$ cat src/rtl/cache_pkg.sv
// Shared types and helpers for the cache refill path.
package cache_pkg;

   localparam int unsigned ADDR_W_DEF = 8;
   localparam int unsigned DATA_W_DEF = 32;

   typedef enum logic [2:0] {
      StIdle,
      StFillRd,
      StFillTag,
      StFillDone,
      StWtWr,
      StWtDone
   } refill_state_t;

   // Width of the word-offset field for a line of n words.
   function automatic int unsigned off_w(input int unsigned n);
      return $clog2(n);
   endfunction

endpackage

$ cat src/rtl/mem_beat_counter.sv
// Latency counter and word counter pair for main-memory word beats.
module mem_beat_counter
   import cache_pkg::*;
#(
   parameter int unsigned MEM_LAT        = 3,
   parameter int unsigned WORDS_PER_LINE = 4,
   localparam int unsigned OFF_W         = off_w(WORDS_PER_LINE),
   localparam int unsigned LAT_W         = (MEM_LAT > 1) ? off_w(MEM_LAT) : 1
) (
   input  logic             clk,
   input  logic             reset,
   input  logic             clear,
   input  logic             enable,
   output logic [OFF_W-1:0] word_cnt,
   output logic             beat_last,
   output logic             word_last
);

   logic [LAT_W-1:0] lat_q;
   logic [OFF_W-1:0] word_q;

   always_ff @(posedge clk) begin
      if (reset || clear) begin
         lat_q  <= '0;
         word_q <= '0;
      end else if (enable) begin
         if (beat_last) begin
            lat_q  <= '0;
            word_q <= word_q + OFF_W'(1);
         end else begin
            lat_q <= lat_q + LAT_W'(1);
         end
      end
   end

   // With MEM_LAT = 1 the latency counter stays at 0 and every beat is last.
   assign beat_last = (lat_q == LAT_W'(MEM_LAT - 1));
   assign word_last = (word_q == OFF_W'(WORDS_PER_LINE - 1));
   assign word_cnt  = word_q;

endmodule

$ cat src/rtl/mem_refill_ctrl.sv
// Main-memory side refill / write-through controller behind the cache FSM.
module mem_refill_ctrl
   import cache_pkg::*;
#(
   parameter int unsigned ADDR_W         = ADDR_W_DEF,
   parameter int unsigned DATA_W         = DATA_W_DEF,
   parameter int unsigned WORDS_PER_LINE = 4,
   parameter int unsigned MEM_LAT        = 3,
   localparam int unsigned OFF_W         = off_w(WORDS_PER_LINE)
) (
   input  logic                    clk,
   input  logic                    reset,
   input  logic                    fill_req,
   input  logic                    wt_req,
   input  logic [ADDR_W-1:0]       req_addr,
   input  logic [DATA_W-1:0]       wt_data,
   input  logic [DATA_W-1:0]       mem_rdata,
   output logic [ADDR_W-1:0]       mem_addr,
   output logic [DATA_W-1:0]       mem_wdata,
   output logic                    mem_re,
   output logic                    mem_we,
   output logic                    cache_we,
   output logic [OFF_W-1:0]        cache_widx,
   output logic [DATA_W-1:0]       cache_wdata,
   output logic [ADDR_W-OFF_W-1:0] line_addr,
   output logic                    tag_we,
   output logic                    fill_done,
   output logic                    wt_done,
   output logic                    busy
);

   refill_state_t     state_q;
   logic [ADDR_W-1:0] addr_q;
   logic [DATA_W-1:0] wdata_q;
   logic [OFF_W-1:0]  word_cnt;
   logic              beat_last;
   logic              word_last;
   logic              cnt_clear;
   logic              cnt_enable;

   // Holding the counters clear in IDLE also clears them on the accepting edge.
   assign cnt_clear  = (state_q == StIdle);
   assign cnt_enable = (state_q == StFillRd) || (state_q == StWtWr);

   mem_beat_counter #(
      .MEM_LAT        (MEM_LAT),
      .WORDS_PER_LINE (WORDS_PER_LINE)
   ) u_beat_counter (
      .clk       (clk),
      .reset     (reset),
      .clear     (cnt_clear),
      .enable    (cnt_enable),
      .word_cnt  (word_cnt),
      .beat_last (beat_last),
      .word_last (word_last)
   );

   always_ff @(posedge clk) begin
      if (reset) begin
         state_q <= StIdle;
         addr_q  <= '0;
         wdata_q <= '0;
      end else begin
         unique case (state_q)
            StIdle: begin
               if (fill_req || wt_req) begin
                  addr_q  <= req_addr;
                  wdata_q <= wt_data;
                  state_q <= fill_req ? StFillRd : StWtWr;
               end
            end
            StFillRd: begin
               if (beat_last && word_last) state_q <= StFillTag;
            end
            StFillTag:  state_q <= StFillDone;
            StFillDone: state_q <= StIdle;
            StWtWr: begin
               if (beat_last) state_q <= StWtDone;
            end
            StWtDone:   state_q <= StIdle;
            default:    state_q <= StIdle;
         endcase
      end
   end

   assign line_addr   = addr_q[ADDR_W-1:OFF_W];
   assign cache_widx  = word_cnt;
   assign cache_wdata = mem_rdata;
   assign busy        = (state_q != StIdle);

   always_comb begin
      mem_addr  = '0;
      mem_wdata = '0;
      mem_re    = 1'b0;
      mem_we    = 1'b0;
      cache_we  = 1'b0;
      tag_we    = 1'b0;
      fill_done = 1'b0;
      wt_done   = 1'b0;
      unique case (state_q)
         StFillRd: begin
            mem_re   = 1'b1;
            mem_addr = {addr_q[ADDR_W-1:OFF_W], word_cnt};
            cache_we = beat_last;
         end
         StFillTag:  tag_we = 1'b1;
         StFillDone: fill_done = 1'b1;
         StWtWr: begin
            mem_we    = 1'b1;
            mem_addr  = addr_q;
            mem_wdata = wdata_q;
         end
         StWtDone:   wt_done = 1'b1;
         default: ;
      endcase
   end

endmodule

$ cat config.mk
export PLATFORM = sky130hd
export DESIGN_NAME = mem_refill_ctrl
export DESIGN_NICKNAME = d
export VERILOG_FILES = /design/src/rtl/cache_pkg.sv /design/src/rtl/mem_beat_counter.sv /design/src/rtl/mem_refill_ctrl.sv
export SDC_FILE = /design/constraint.sdc
export NUM_CORES = 1
export LEC_CHECK = 0
export BUFFER_PORTS_ARGS = -buffer_cell sky130_fd_sc_hd__buf_2
export CORE_MARGIN = 2
export CORE_UTILIZATION = 40
export CTS_CLUSTER_DIAMETER = 150
export DETAILED_ROUTE_END_ITERATION = 8
export HOLD_SLACK_MARGIN = 0.15
export PLACE_DENSITY = 0.82
export SLEW_MARGIN = 40
export SYNTH_ARGS = -nofsm -noshare
export SYNTH_HDL_FRONTEND = slang
export SYNTH_SLANG_ARGS = --single-unit
$ cat constraint.sdc
create_clock -name clk -period 1.65 [get_ports clk]
set_input_delay 0.0825 -clock clk [delete_from_list [all_inputs] [get_ports clk]]
set_output_delay 0.0825 -clock clk [all_outputs]
set_load 0.01 [all_outputs]
==> results.ini <==
[placement]
pre_cts_ws_ns = 0.234
dp_hpwl_mm = 4.40
place_congestion = 0.724
numPortBuffers = 98

[final_layout]
area_delta_synth_final_pct = 45.9
fill_cells = 529
regArea_sq_um = 952
multi_input_area_sq_um = 1190
final_net_count = 495
n_antenna_cell = 0
drive_above_1_share = 0.377

[route]
drc = 0
vias = 2681
drtPass1Iterations = 5
drt-initial-drc-count = 244
via_per_inst = 5.43
drt-total-wl_mm = 7.89
detail_route.wl_per_cell_um = 16.0
final_antenna_net_count = 0

[floorplan]
start_util = 0.415
core.rowCount = 28
die_x_um = 82.6
ios = 163
die_h_um = 82.6
core_area_sq_um = 5960
die-area_sq_um = 6820

[pwr]
switching_share = 0.292
powerDensity_nw_per_um2 = 768
vdd_ir_drop_max_uv = 441
switchingPower_mw = 0.808
seqPwrFrac = 0.465
combPwrFrac = 0.262
leakage_nw = 1.65
power.internal_mw = 1.96
power_frac_clock = 0.273

[clock_tree]
path_clk_slew_ns = 0.08
cts_tree = built
htreeDepth = 2
cts_num_sinks = 47
cts_buffer_depth = 2
numCtsBuffers = 5
cts-root-buf = clkbuf_8
insertion_delay_ns = 0.29

[synthesis]
synth_seq_cells = 47
synth.avg_cell_area_sq_um = 7.87
syn-num-nets = 391
synth.mux.area_fraction = 0
synth_edf_count = 0
synth_xor_xnor_area_share = 0.00709
synth_flop_cell = dfxtp_1
synth_fa_ha_area_frac = 0.00506
yosysWarnings = 0
syn_area_sq_um = 2470
syn-instance-count = 314
synth-compound-area-share = 0.207
synthArstFlopShare = 0
synthSimpleGateAreaFrac = 0.234
ys_seq_area_frac = 0.381
synth.distinct_cells = 30
synth_top_family_by_area = simple AND/OR/NAND/NOR gates

[grt]
grt_antenna_before_repair = 0
overflow = 0
met3_usage = 0.0511
use_met1 = 0.256
grt_pass1_wl_mm = 11.3
grt_max_degree = 30
grt_pass1_vias = 2444
track_usage = 0.215
grt_util_met2 = 0.370
grt.busiest_layer = met2

[job]
cap_violations = 0

[timing]
final_hold_viol_count = 0
maxSlewViolCount = 0
worst_pin_slew_ns = 0.535
timing.hold.ws_ns = 0.165
finClkSkew_ns = 0.00460
period_needed_ns = 1.65
setup_violations = 0
grt_setup_unrepaired = true
tns_ns = 0
slew_headroom = 0.643
fin_crit_sh = 1.00
fin_ws_ns = 0.000414
max_freq_mhz = 606

[setup_path]
regToRegStartpoint = state_q[1]
cp.arrival_ns = 1.80
worstPathMaxFanout = 3
reg2regPathDepth = 6
startpoint = wt_req
critPathCapture = state_q[2]
worstPathRequired_ns = 1.80
start_kind = input port
ff2ff_setup_slack_ns = 0.10
reg2reg_to = addr_q[2]
endpoint_kind = register
critPathKind = input port to register

[run_status]
status = complete, no violations

[hold_path]
hold_class = input port to primary output

[critical path, cell delays in order]
cell	delay, ns
dlygate4sd3_1	0.54
buf_2	0.13
nand2b_1	0.06
dlygate4sd3_1	0.55
a2111oi_1	0.44
[final cells by class]
| class | instances | share of cell area |
|---|---|---|
| multi-input cells | 197 | 0.331 |
| inverters | 3 | 0.00312 |
| repair buffers | 164 | 0.348 |
| well taps | 75 | 0.0260 |
| clock buffers | 8 | 0.0278 |
| flip-flops and latches | 47 | 0.264 |
[cell families after synthesis]
family                     after synthesis
and+or+nand+nor                         98
AOI/OAI and AO/OA                       96
buffers and inverters                   70
DFF                                     47
xor gates and xnor gates                 2
adders and majority gates                1
[sequential cells by signal (all words and copies together) (netlist names)]
register and flops:
u_beat_counter.word_cnt 2, u_beat_counter.lat_q 2, addr_q 8, state_q 3
wdata_q 32
[how the worst min path moves through the flow]
stage | start | to | slack (ns) | cells past startpoint
4_1_cts | mem_rdata[12] | cache_wdata[12] | 0.17 | 0
2_1_floorplan | req_addr[0] | addr_q[0] | 0.23 | 2
5_1_grt | mem_rdata[11] | cache_wdata[11] | 0.17 | 0
3_3_place_gp | mem_rdata[12] | cache_wdata[12] | 0.17 | 0
6_report | mem_rdata[0] | cache_wdata[0] | 0.17 | 0
3_5_place_dp | mem_rdata[12] | cache_wdata[12] | 0.17 | 0
[cells in the mapped netlist, types with 2 or more instances]
cell type / number / share of area
a211oi_1: 2 / 0.0061
a21oi_1: 45 / 0.091
a22o_1: 2 / 0.0071
and2_1: 33 / 0.084
and3_1: 8 / 0.020
buf_4: 39 / 0.12
clkbuf_1: 26 / 0.039
dfxtp_1: 47 / 0.38
inv_1: 3 / 0.0046
nand2b_1: 4 / 0.010
nand3_1: 40 / 0.081
nand4_1: 2 / 0.0051
nor3_1: 2 / 0.0041
nor3b_2: 2 / 0.010
o21ai_0: 42 / 0.085
o31ai_1: 2 / 0.0061
or4_1: 2 / 0.0061
[layer usage]
metal / routed length [um] / vias up
met5: 0 / -
met1: 2990 / 1268
met4: 216 / 0
met3: 483 / 28
li1: - / 1258
met2: 4210 / 127
[cells in the final DEF (no fill, tap or decap), types with 3 or more instances in the layout]
master,count
dlygate4sd3_1,42
and2_4,19
nand2b_1,4
buf_4,18
and2_1,14
dfxtp_1,44
clkbuf_8,7
o21ai_0,42
dfxtp_4,3
buf_2,79
a21oi_1,45
nand3_1,40
buf_6,22
and3_1,8
inv_1,3
[timing repair]
item | in CTS | in global routing
resized for setup | 10 | 49
gates cloned | 2 | 1
hold buffers | 42 | 0
endpoints found under the hold margin | 41 | 0
setup buffers | 4 | 5
pin swaps | 1 | 21
setup endpoints to repair | 41 | 42
[metrics by stage]
stage                     cells  utilization  area (sq um)  power (mW)
after global routing        494        0.605          3600        2.91
after floorplan             314            -          2470        1.74
after detailed placement    434        0.466          2780        1.87
after CTS                   490        0.564          3360        2.72
final                       494        0.605          3600        2.77
after global placement      434        0.466          2780        1.85
[power groups by stage]
stage	clock network (mW)	logic, mW	registers, mW
after floorplan	0	0.448	1.29
after global routing	0.819	0.789	1.30
after global placement	0	0.543	1.30
after detailed placement	0	0.559	1.31
after CTS	0.771	0.668	1.28
final	0.756	0.725	1.29
(Power assumes the default switching activity.)
